==> src/rtl/cardinal_nic_pkg.sv <==
// Shared constants for the cardinal NIC: register map and packet field positions.
package cardinal_nic_pkg;

  localparam int unsigned NIC_DATA_W = 64;
  localparam int unsigned NIC_ADDR_W = 2;

  localparam logic [NIC_ADDR_W-1:0] ADDR_IN_BUF   = 2'b00;
  localparam logic [NIC_ADDR_W-1:0] ADDR_IN_STAT  = 2'b01;
  localparam logic [NIC_ADDR_W-1:0] ADDR_OUT_BUF  = 2'b10;
  localparam logic [NIC_ADDR_W-1:0] ADDR_OUT_STAT = 2'b11;

  localparam int unsigned VC_BIT  = 63;
  localparam int unsigned DIR_BIT = 62;
  localparam int unsigned HOP_MSB = 55;
  localparam int unsigned HOP_LSB = 48;

  typedef enum logic { CH_EMPTY = 1'b0, CH_FULL = 1'b1 } ch_state_e;

  // Zero-extended status word returned on status register reads.
  function automatic logic [NIC_DATA_W-1:0] status_word(input logic flag);
    status_word = {{(NIC_DATA_W-1){1'b0}}, flag};
  endfunction

endpackage

==> src/rtl/nic_channel_buf.sv <==
// One-entry packet buffer with EMPTY/FULL state; used for both NIC channels.
module nic_channel_buf
  import cardinal_nic_pkg::*;
#(
  parameter int unsigned W = 64
) (
  input  logic         clk,
  input  logic         rst_n,
  input  logic         load_i,
  input  logic [W-1:0] load_data_i,
  input  logic         unload_i,
  output logic         full_o,
  output logic [W-1:0] data_o
);

  ch_state_e    state_q;
  logic [W-1:0] data_q;

  // A load is only accepted into an empty slot; it wins over a same-cycle unload
  // so a capture into an empty buffer is never lost.
  always_ff @(posedge clk or negedge rst_n) begin
    if (!rst_n) begin
      state_q <= CH_EMPTY;
      data_q  <= '0;
    end else begin
      case (state_q)
        CH_EMPTY: begin
          if (load_i) begin
            data_q  <= load_data_i;
            state_q <= CH_FULL;
          end
        end
        CH_FULL: begin
          if (unload_i) state_q <= CH_EMPTY;
        end
        default: state_q <= CH_EMPTY;
      endcase
    end
  end

  assign full_o = (state_q == CH_FULL);
  assign data_o = data_q;

endmodule

==> src/rtl/cardinal_nic.sv <==
// Processor-to-ring-router network interface: one input and one output packet
// buffer behind four memory-mapped registers, injection gated by ring polarity.
module cardinal_nic
  import cardinal_nic_pkg::*;
#(
  parameter int unsigned DATA_WIDTH = 64,
  parameter int unsigned ADDR_WIDTH = 2
) (
  input  logic                  clk,
  input  logic                  rst,
  input  logic [ADDR_WIDTH-1:0] addr,
  input  logic [DATA_WIDTH-1:0] d_in,
  output logic [DATA_WIDTH-1:0] d_out,
  input  logic                  nicEn,
  input  logic                  nicWrEn,
  input  logic                  net_si,
  output logic                  net_ri,
  input  logic [DATA_WIDTH-1:0] net_di,
  output logic                  net_so,
  input  logic                  net_ro,
  output logic [DATA_WIDTH-1:0] net_do,
  input  logic                  net_polarity
);

  logic                  in_full, out_full;
  logic [DATA_WIDTH-1:0] in_buf, out_buf;
  logic                  rd_en, wr_en;
  logic                  in_load, in_unload, out_load, inject;

  logic [DATA_WIDTH-1:0] d_out_q, d_out_d;
  logic [DATA_WIDTH-1:0] net_do_q;
  logic                  net_so_q;

  assign rd_en = nicEn & ~nicWrEn;
  assign wr_en = nicEn &  nicWrEn;

  // net_ri is held low while full, so a router send never collides with a drain.
  assign in_load   = net_si & ~in_full;
  assign in_unload = rd_en & (addr == ADDR_IN_BUF);
  assign out_load  = wr_en & (addr == ADDR_OUT_BUF);
  assign inject    = out_full & net_ro & (out_buf[VC_BIT] == net_polarity);

  nic_channel_buf #(.W(DATA_WIDTH)) u_in_ch (
    .clk         (clk),
    .rst_n       (rst),
    .load_i      (in_load),
    .load_data_i (net_di),
    .unload_i    (in_unload),
    .full_o      (in_full),
    .data_o      (in_buf)
  );

  nic_channel_buf #(.W(DATA_WIDTH)) u_out_ch (
    .clk         (clk),
    .rst_n       (rst),
    .load_i      (out_load),
    .load_data_i (d_in),
    .unload_i    (inject),
    .full_o      (out_full),
    .data_o      (out_buf)
  );

  always_comb begin
    d_out_d = d_out_q;
    if (rd_en) begin
      case (addr)
        ADDR_IN_BUF:   d_out_d = in_buf;
        ADDR_IN_STAT:  d_out_d = status_word(in_full);
        ADDR_OUT_BUF:  d_out_d = '0;
        ADDR_OUT_STAT: d_out_d = status_word(out_full);
        default:       d_out_d = '0;
      endcase
    end
  end

  always_ff @(posedge clk or negedge rst) begin
    if (!rst) begin
      d_out_q  <= '0;
      net_so_q <= 1'b0;
      net_do_q <= '0;
    end else begin
      d_out_q  <= d_out_d;
      net_so_q <= inject;
      if (inject) net_do_q <= out_buf;
    end
  end

  assign net_ri = ~in_full;
  assign d_out  = d_out_q;
  assign net_so = net_so_q;
  assign net_do = net_do_q;

endmodule

==> config.mk <==
export PLATFORM = sky130hd
export DESIGN_NAME = cardinal_nic
export DESIGN_NICKNAME = d
export VERILOG_FILES = /design/src/rtl/cardinal_nic_pkg.sv /design/src/rtl/nic_channel_buf.sv /design/src/rtl/cardinal_nic.sv
export SDC_FILE = /design/constraint.sdc
export NUM_CORES = 1
export LEC_CHECK = 0
export BUFFER_PORTS_ARGS = -buffer_cell sky130_fd_sc_hd__buf_2
export CELL_PAD_IN_SITES_DETAIL_PLACEMENT = 0
export CELL_PAD_IN_SITES_GLOBAL_PLACEMENT = 1
export CORE_MARGIN = 2
export CORE_UTILIZATION = 39
export CTS_CLUSTER_DIAMETER = 120
export CTS_CLUSTER_SIZE = 25
export DETAILED_ROUTE_END_ITERATION = 10
export GPL_ROUTABILITY_DRIVEN = 0
export PLACE_DENSITY_LB_ADDON = 0.2
export SYNTH_ARGS = -nofsm -noshare
export SYNTH_HDL_FRONTEND = slang
export SYNTH_SLANG_ARGS = --single-unit
==> constraint.sdc <==
create_clock -name clk -period 1.5 [get_ports clk]
set_clock_uncertainty 0.05 [all_clocks]
set_input_delay 0.075 -clock clk [delete_from_list [all_inputs] [get_ports clk]]
set_output_delay 0.075 -clock clk [all_outputs]
set_load 0.01 [all_outputs]
After elaboration in Yosys (flattened, before gate mapping)
Index checks and enable logic that the tools add are counted.

cells by class
  bitwise logic cells = 10
  reduce and logical (&&, ||, !) cells = 3
  equal/unequal tests = 4
  muxes and demuxes = 7

operators by type and width
  cell                number
  $pmux 64 s4         1
  $and 1x1->1         7
  $eq 2x2->1 const B  2
  $mux 1              4
  $pmux 1 s2          2
  $reduce_and 2->1    2
  $not 1->1           3
  $eq 2x1->1 const B  1
  $logic_not 2->1     1
  $eq 1x1->1          1

word-level totals
  logic and storage cells = 31
  input port bits = 137
  register bits = 259

Logic depth before layout (Yosys ltp)
  depth in word-level cells = 5
  mapped depth = 5

Modules after synthesis
A second synthesis with hierarchy kept.

second synthesis, totals
  cells, all modules = 566
  area, all modules = 10427.5 um^2

by module, submodules not included
  module           seq. area each (um^2)  cells each  instances  area an instance (um^2)
  nic_channel_buf  1626.6                 139         2          2730.1
  cardinal_nic     3228.1                 288         1          4967.3

Worst setup path before layout
No wires, ideal clock.

  kind = register -> register
  start point = reg u_out_ch.data_q[63], in the netlist u_out_ch.data_o[63]
  end point = reg net_do_q[15], in the netlist net_do[15]
  cell stages (with the launch flop) = 6
  setup slack = 0.027 ns
  arrival = 1.298 ns
  library setup time = 0.125 ns
  period minus slack after synthesis = 1.473 ns
  cell sequence = dfrtp_1 > xnor2_1 > and3_4 > buf_6 > buf_6 > mux2_4

on the way
  cells in the longest elaborated chain, start to end = 2

RTL lines
  item                      line                   source
  start: declaration        nic_channel_buf.sv:17  logic [W-1:0] data_q;
  start signal: assignment  nic_channel_buf.sv:29  data_q <= load_data_i;
  $eq 1x1->1                cardinal_nic.sv:41     assign inject = out_full & net_ro & (out_buf[VC_BIT] == net_polarity);
  $and 1x1->1               cardinal_nic.sv:41
  end signal: assignment    cardinal_nic.sv:84     if (inject) net_do_q <= out_buf;
  end: declaration          cardinal_nic.sv:31     logic [DATA_WIDTH-1:0] net_do_q;

No other way between the ends.
A chain may end at the register's enable or synchronous reset.

Final worst setup path
  start point = reg u_out_ch.data_q[63], in the netlist u_out_ch.data_o[63]
  end point = reg net_do_q[33], in the netlist net_do[33]

The elaborated chain is that of the path after synthesis.

==> impl_metrics.toml <==
[status]
status = "finished, violations left"
failed_checks = "negative setup slack"

[cts]
clk_pin_slew_worst_paths_ns = 0.10
cts_buffer_depth = 3
cts_sinks = 259
tritoncts = "yes"
insertion_delay_ns = 0.49
root_buffer = "clkbuf_16"
htree_levels = 1
cts_buffers = 14

[final_layout]
layout.cells.most_common = "buf_2"
most-common-layout-cells = "buf_2 (265), dfrtp_1 (258), dlygate4sd3_1 (134)"
areaGrowthSynthToFinish_pct = 41.4
layout-drive-gt1-share = 0.528
layout.nets = 1124
post-route-util = 0.563
fin_cells = 1312

[timing]
tightest_slew_ns = 0.431
hold_violations = 0
finalSetupViolations = 62
period_minus_slack_ns = 1.61
rsz0062_at_grt = "true"
fin_crit_sh = 1.07
clock.fmax_mhz = 622
maxSlewHeadroom = 0.713
setup_ws_ns = -0.108
slew_violations = 0

[drt]
drtIter0Drc = 232
viasPerCell = 4.78
dr.pass1.iters = 4
wirelength_microns = 23700
wire_per_inst_microns = 18.1
ant_nets = 0
dr_total_vias = 6266
drcViolationCount = 0

[critical_path]
cp_max_fo = 9
r2r_slack_ns = -0.11
rr_startpoint = "u_out_ch.data_o[63]"
path_depth = 5
r2r_cells = 5
path_buf_inv = 2
critPathRequiredTime_ns = 1.81
arrival_ns = 1.92
end_kind = "flip-flop"
worstPathCellList = "xnor2_1 -> and3_4 -> buf_12 -> buf_12 -> mux2_4"
critPathKind = "flip-flop to flip-flop"
max_stage_delay_ns = 0.40
cp_common_cell = "buf_12"
startpoint_type = "flip-flop"
cpMaxStageDelayCell = "dfrtp_1"
worstReg2RegEnd = "net_do[33]"
cp-endpoint = "net_do[33]"
crit_start = "u_out_ch.data_o[63]"
cp_top_family = "flip-flops"

[floorplan]
die_w_microns = 162
start_util = 0.398
die-area_sq_um = 26100
core_sq_um = 24300
die_h_microns = 162
row_count = 57
io_pins = 267

[global_route]
grt_max_degree = 65
grt_pass1_vias = 6856
grt_pass1_wl_microns = 36600
grt_overflow = 0
track_usage = 0.173
grt_antenna_before_repair = 0

[synth]
ys_seq_elements = 259
synth_nets = 701
yosys_warnings = 0
yosysUniqueCellTypes = 21
syn_avg_cell_area_sq_um = 17.2
ys_seq_area_frac = 0.669
synth_cells = 564
syn_area_sq_um = 9680

[worst_hold_path]
hp-class = "input pin to flip-flop"

[placed_design]
io_buffers = 266
dp.final_hpwl_microns = 15100
dp.cells = 1143

[pwr]
p_per_area_nw_per_um2 = 1680
leakage_uw = 0.00669
ir_drop_mv = 0.993

[flow_run]
cap_viol_max_count = 0
[final cells by class]
cell class,count,area [sq um]
Fill cell,1969,10600
Sequential cell,259,6480
Timing Repair Buffer,441,3350
Multi-Input combinational cell,268,3050
Tap cell,324,405
Clock buffer,15,375
Clock inverter,1,16.3
Inverter,3,11.3
Antenna cell,1,2.50
[power by group]
part	switching [uW]	internal [uW]
combinational	2830	4750
sequential	1570	9870
clock	2180	1820
total	6580	16400
[stage by stage]
stage | hold slack [ns] | cell area [sq um] | total power, uW | worst slack [ns] | setup TNS, ns
after floorplan | -0.271 | 9680 | 15600 | 0.0270 | 0
after detailed placement | -0.0253 | 11500 | 18300 | -0.0645 | -1.82
after global routing | 0.0296 | 13700 | 24400 | -0.161 | -8.60
final | 0.0283 | 13700 | 23000 | -0.108 | -4.64
after global placement | -0.0355 | 11500 | 17800 | -0.0789 | -3.37
after CTS | 0.0108 | 13400 | 22800 | -0.0864 | -3.34
[state kept, by name, summed over array words and instances, names as in the netlist]
signal	cells
d_out	64
net_do	64
u_in_ch.data_o	64
u_out_ch.data_o	64
net_so	1
u_in_ch.full_o	1
u_out_ch.full_o	1
[worst min-delay path by stage]
stage / startpoint / to / slack (ns) / depth (start not counted)
2_1_floorplan: rst / d_out[0] / -0.27 / 0
5_1_grt: nicWrEn / d_out[0] / 0.03 / 4
3_3_place_gp: rst / u_out_ch.data_o[57] / -0.04 / 1
6_report: nicWrEn / d_out[0] / 0.03 / 4
4_1_cts: nicWrEn / d_out[0] / 0.01 / 4
3_5_place_dp: rst / u_out_ch.data_o[57] / -0.03 / 1
[cell families after synthesis]
kind of cell	Yosys count	share of synthesized area
AND/OR/NAND/NOR	7	0.00556
buffers and inverters	37	0.0247
XOR/XNOR	1	0.000905
AO/OA/AOI/OAI	67	0.0597
multiplexers	193	0.240
flip-flops	259	0.669
[worst reg2reg max path: cells and delay by family (launching register included)]
kind | cells | cell delay, ns
flip-flops | 1 | 0.40
multiplexers | 1 | 0.31
buffers and inverters | 2 | 0.30
AND/OR/NAND/NOR | 1 | 0.26
XOR/XNOR | 1 | 0.17
[Yosys cell counts]
cell / n / area [sq um]
dfrtp_1: 259 / 6480
inv_1: 3 / 11.3
o21ai_0: 1 / 5.00
nor2b_1: 1 / 6.26
o21bai_1: 1 / 7.51
mux2_4: 40 / 601
nor2_1: 2 / 7.51
buf_1: 5 / 18.8
a221oi_1: 1 / 8.76
nand4_1: 1 / 6.26
clkbuf_1: 1 / 3.75
nor3_4: 1 / 16.3
buf_6: 10 / 113
nand2b_1: 1 / 6.26
mux2_2: 153 / 1720
buf_2: 17 / 85.1
and3_4: 1 / 11.3
xnor2_1: 1 / 8.76
a21oi_1: 1 / 5.00
a22o_1: 63 / 552
buf_4: 1 / 7.51
[repair_timing]
| action | in CTS | in global routing |
|---|---|---|
| hold buffers | 134 | 0 |
| cloned | 2 | 7 |
| buffers inserted | 5 | 4 |
| endpoints found under the hold margin | 389 | 0 |
| endpoints found under the setup margin | 103 | 158 |
| gates resized for setup | 5 | 27 |
| pin swaps | 2 | 4 |
[metal layers]
layer | share of wire | up-vias | global-route usage
met5 | 0 | - | 0
met4 | 0.017 | 0 | 0.0410
met3 | 0.071 | 28 | 0.0455
met2 | 0.47 | 193 | 0.282
met1 | 0.44 | 3182 | 0.234
li1 | - | 2863 | -
Power figures use the tool's default switching activity.
